## src/rtl/cl_net_pkg.sv

```systemverilog
// rtl/cl_net_pkg.sv - shared CRC-32 constants, FCS checker state type and byte-wise CRC update
package cl_net_pkg;

    localparam logic [31:0] CRC32_POLY_REFL = 32'hEDB88320;
    localparam logic [31:0] CRC32_INIT      = 32'hFFFFFFFF;
    localparam logic [31:0] CRC32_RESIDUE   = 32'hDEBB20E3;
    localparam int          FCS_BYTES       = 4;

    typedef enum logic [1:0] {
        FILL = 2'd0,
        PASS = 2'd1,
        STAT = 2'd2
    } fcs_chk_state_e;

    // Reflected CRC-32, data enters LSB first; no final inversion applied here.
    function automatic logic [31:0] crc32_byte_update(input logic [31:0] crc, input logic [7:0] data);
        logic [31:0] c;
        c = crc ^ {24'h0, data};
        for (int i = 0; i < 8; i++) begin
            c = c[0] ? ((c >> 1) ^ CRC32_POLY_REFL) : (c >> 1);
        end
        return c;
    endfunction

endpackage

```

## src/rtl/cl_byte_delay_line.sv

```systemverilog
// rtl/cl_byte_delay_line.sv - 4-deep byte shift FIFO with fill count that holds back the trailing FCS
module cl_byte_delay_line
    import cl_net_pkg::*;
(
    input  logic       clk,
    input  logic       rst_n,
    input  logic       clear,
    input  logic       push,
    input  logic       pop,
    input  logic [7:0] push_data,
    output logic [7:0] head_data,
    output logic [2:0] fill_count
);

    logic [7:0] mem [FCS_BYTES];
    logic [2:0] count;

    assign head_data  = mem[0];
    assign fill_count = count;

    // Oldest byte always sits in mem[0]; a pop shifts everything one slot toward the head.
    always_ff @(posedge clk or negedge rst_n) begin
        if (!rst_n) begin
            count <= '0;
            for (int i = 0; i < FCS_BYTES; i++) begin
                mem[i] <= '0;
            end
        end else if (clear) begin
            count <= '0;
        end else begin
            case ({push, pop})
                2'b10: begin
                    mem[count[1:0]] <= push_data;
                    count           <= count + 3'd1;
                end
                2'b01: begin
                    for (int i = 0; i < FCS_BYTES - 1; i++) begin
                        mem[i] <= mem[i+1];
                    end
                    count <= count - 3'd1;
                end
                2'b11: begin
                    for (int i = 0; i < FCS_BYTES - 1; i++) begin
                        mem[i] <= mem[i+1];
                    end
                    mem[2'(count - 3'd1)] <= push_data;
                end
                default: ;
            endcase
        end
    end

endmodule

```

## config.mk

```make
export PLATFORM = sky130hd
export DESIGN_NAME = cl_byte_delay_line
export DESIGN_NICKNAME = d
export VERILOG_FILES = /design/src/rtl/cl_net_pkg.sv /design/src/rtl/cl_byte_delay_line.sv
export SDC_FILE = /design/constraint.sdc
export NUM_CORES = 1
export LEC_CHECK = 0
export ABC_AREA = 1
export BUFFER_PORTS_ARGS = -buffer_cell sky130_fd_sc_hd__buf_2
export CORE_MARGIN = 4
export CORE_UTILIZATION = 55
export DETAILED_ROUTE_END_ITERATION = 10
export GPL_ROUTABILITY_DRIVEN = 0
export HOLD_SLACK_MARGIN = 0.02
export PLACE_DENSITY = 0.73
export REMOVE_ABC_BUFFERS = 1
export SYNTH_ARGS = -nofsm -noshare
export SYNTH_HDL_FRONTEND = slang
export SYNTH_SLANG_ARGS = --single-unit
```

## constraint.sdc

```tcl
create_clock -name clk -period 4 [get_ports clk]
set_input_delay 0.4 -clock clk [delete_from_list [all_inputs] [get_ports clk]]
set_output_delay 0.4 -clock clk [all_outputs]
set_load 0.1 [all_outputs]
```

==> flow_summary.ini <==
[worst_setup_path]
worst-setup-path-type = reg -> reg
buf_inv_stages_crit_path = 3
crit_path_max_delay_family = buffers and inverters
register_to_register_path_setup_slack_ps = 2040
worst-endpoint-required_ps = 4190
path_cells = inv_1 > ha_1 > inv_2 > a21oi_4 > inv_2 > nand2_1 > nand2_1
cp-end-kind = flop
crit_path_to = mem[23]$_DFFE_PN0P_
rr_startpoint = fill_count[1]$_DFFE_PN0P_
r2r_cells = 7
crit_path_start = fill_count[1]$_DFFE_PN0P_
worst-path-stages = 7
worst_r2r_endpoint = mem[23]$_DFFE_PN0P_
path_max_fanout = 17
timing.critical_path.from_type = flop
crit_path_max_cell_delay_ps = 450
worst_path_max_delay_cell = dfrtp_1
worst_ep_arrival_time_ps = 2150

[synth]
synthFlopType = dfrtp_1
synth.yosys.seq_area_share_pct = 37.5
synthesized_netlist_cell_count = 353
yosys_register_bits = 35
synth-compound-area-share_pct = 8.14
netlist.top_cell.by_area = dfrtp_1
number_of_flops_mapped_to_enable_cells_by_yosys = 0
mean_instance_size_in_the_synthesized_netlist_um2 = 6.62
post_synth_num_cell_types = 21
synthesis.area_um2 = 2340
largest_family_of_logic_cells_by_synthesized_area = simple AND/OR/NAND/NOR gates
synthDominantCellAreaShare_pct = 37.5
synth_fa_ha_area_share_pct = 3.21
post_synth_mux_area_share_pct = 0
yosys-top-cells-count = 187 x nand2_1, 35 x dfrtp_1, 33 x nand3_1
post_synth_xor_area_fraction_pct = 0
yosys.area_share.simple_pct = 40.0
post-synth-top-count-cell = nand2_1
synth_area_leaders = dfrtp_1 37%, nand2_1 30%, nand3_1 7.1%
synthesis.yosys.warnings = 0
synthArstFlopShare_pct = 100

[pwr]
p_int_w = 0.000744
power_density_nw_per_um2 = 527
power_frac_clock_pct = 24.7
power.net_switching_w = 0.000580
seqPwrFrac_pct = 37.6
cellLeakagePower_nw = 1.45
swShare_pct = 43.8
peakVddDrop_v = 0.000311
comb_power_share_pct = 37.7

[sta]
achievable-frequency_mhz = 511
clock-skew-final_ps = 8.85
final.setup.tns_ps = 0
drv_slew = 0
worst_slew_margin_rel_pct = 45.2
unrepaired_setup_endpoints_after_global_routing = false
finalSetupViolCount = 0
final_hold_violation_count = 0
finalWorstPathRequiredPeriod_ps = 1960
final.period_utilization_pct = 48.9
worst-slew-pin-transition_ps = 821

[global_route]
grt_max_degree = 36
first_global_vias = 2052
number_of_antenna_violations_at_the_first_check_in_global_routing = 0
grt_pass1_wl_mm = 9.59
grt_util_all_layers_pct = 23.5
overflow = 0

[floorplanning]
boundaryPins = 24
core_region_area_um2 = 4060
floorplan.initialDensity_pct = 57.6
fp.dieArea_um2 = 5360
floorplan.rows = 23
die_x_um = 73.2
die_height_um = 73.2

[route]
drt_iter0_drc = 191
postRouteWirelength_mm = 5.62
post-route-drc-count = 0
dr.pass1.iters = 4
drt-vias-per-instance = 5.19
vias = 2166
antenna_left = 0
detail_route.wl_per_cell_um = 13.5

[cells_and_area]
fill_cells = 396
syn_to_final_growth_pct = 7.49
antenna-diode-count = 0
fraction_of_final_layout_cells_sized_beyond_drive_strength_1_pct = 12.8
multiInputGateArea_um2 = 1200
seqCellArea_um2 = 876
finalNetCount = 385
final_core_util_pct = 61.9

[placed_design]
port-buffer-count = 23
post-dp-hpwl_mm = 4.03

[clocking]
numCtsBuffers = 5
ctsRootBufferMaster = clkbuf_8
cts_hold_repair.buffers = 0
ctsHtreeMaxLevel = 2
clock_insertion_delay_worst_skew_ps = 300
path_clk_slew_ps = 80
cts.path.max_buffers = 2
clock_sink_count = 35
ctsResizeCount = 0
postCtsSetupRepairBufs = 0
tritoncts = yes

[worst_hold_path]
worst_hold_path_type = in -> async

[outcome]
outcome = finished clean

[job]
max_cap_violations = 0
-- area by class of cell --
type | count | area share, %
sequential | 35 | 34.9
clock buffer | 5 | 2.74
multi-input combinational | 263 | 47.8
timing repair buffer | 23 | 4.58
inverter | 38 | 5.78
clock inverter | 3 | 1.74
tap | 50 | 2.49
-- layout by cell type, fill, tap and decap left out --
master / count
o21ai_0: 11
clkinv_4: 1
bufinv_16: 1
inv_4: 1
o211ai_1: 2
nand2_4: 1
clkinv_2: 1
nor2_2: 1
o22ai_1: 1
a21oi_1: 1
a21oi_4: 2
nand2_2: 3
nand4_1: 2
o21ai_1: 11
ha_1: 6
o211ai_4: 1
inv_2: 6
dfrtp_1: 35
clkbuf_8: 5
nand2_1: 187
buf_2: 23
nor2_8: 1
nand3_1: 33
inv_1: 31
-- cell families (layout without fill, tap and decap cells) --
group           after synthesis  after routing
fa+ha+maj                     6              6
buf+inv                      55             69
flops                        35             35
simple gates                228            228
compound gates               29             29
-- state kept, by name, summed over array words and instances, names as in the netlist --
name and flops:
mem 24, fill_count 3, head_data 8
-- metal layers --
| metal | vias up | GRT usage [%] | wire, um |
|---|---|---|---|
| met5 | - | 0 | 0 |
| met4 | 0 | 11.3 | 141 |
| met3 | 13 | 3.44 | 297 |
| met2 | 69 | 38.0 | 2640 |
| met1 | 973 | 30.5 | 2540 |
| li1 | 1111 | - | - |
-- power by group through the flow --
stage | sequential, W | combinational, W | clock [W]
2_1_floorplan | 0.000662 | 0.000225 | 0
4_1_cts | 0.000498 | 0.000500 | 0.000333
3_5_place_dp | 0.000504 | 0.000499 | 0
5_1_grt | 0.000510 | 0.000551 | 0.000350
3_3_place_gp | 0.000505 | 0.000496 | 0
6_report | 0.000498 | 0.000500 | 0.000327
-- through the flow --
stage	instances	setup slack (ps)	cell area (um^2)	hold slack (ps)	power (W)
5_1_grt	417	1890	2510	244	0.00141
3_3_place_gp	409	2110	2400	462	0.00100
4_1_cts	417	2060	2510	207	0.00133
6_report	417	2040	2510	190	0.00132
3_5_place_dp	409	2080	2400	461	0.00100
2_1_floorplan	336	1750	2220	104	0.000887
-- how the worst min path moves through the flow --
stage                                     end  slack (ps)
global route               mem[2]$_DFFE_PN0P_         240
finish                     mem[2]$_DFFE_PN0P_         190
CTS                       mem[12]$_DFFE_PN0P_         210
floorplan           fill_count[0]$_DFFE_PN0P_         100
global placement     head_data[3]$_DFFE_PN0P_         460
detailed placement   head_data[2]$_DFFE_PN0P_         460
No activity file was read; power rests on OpenSTA's default activity.
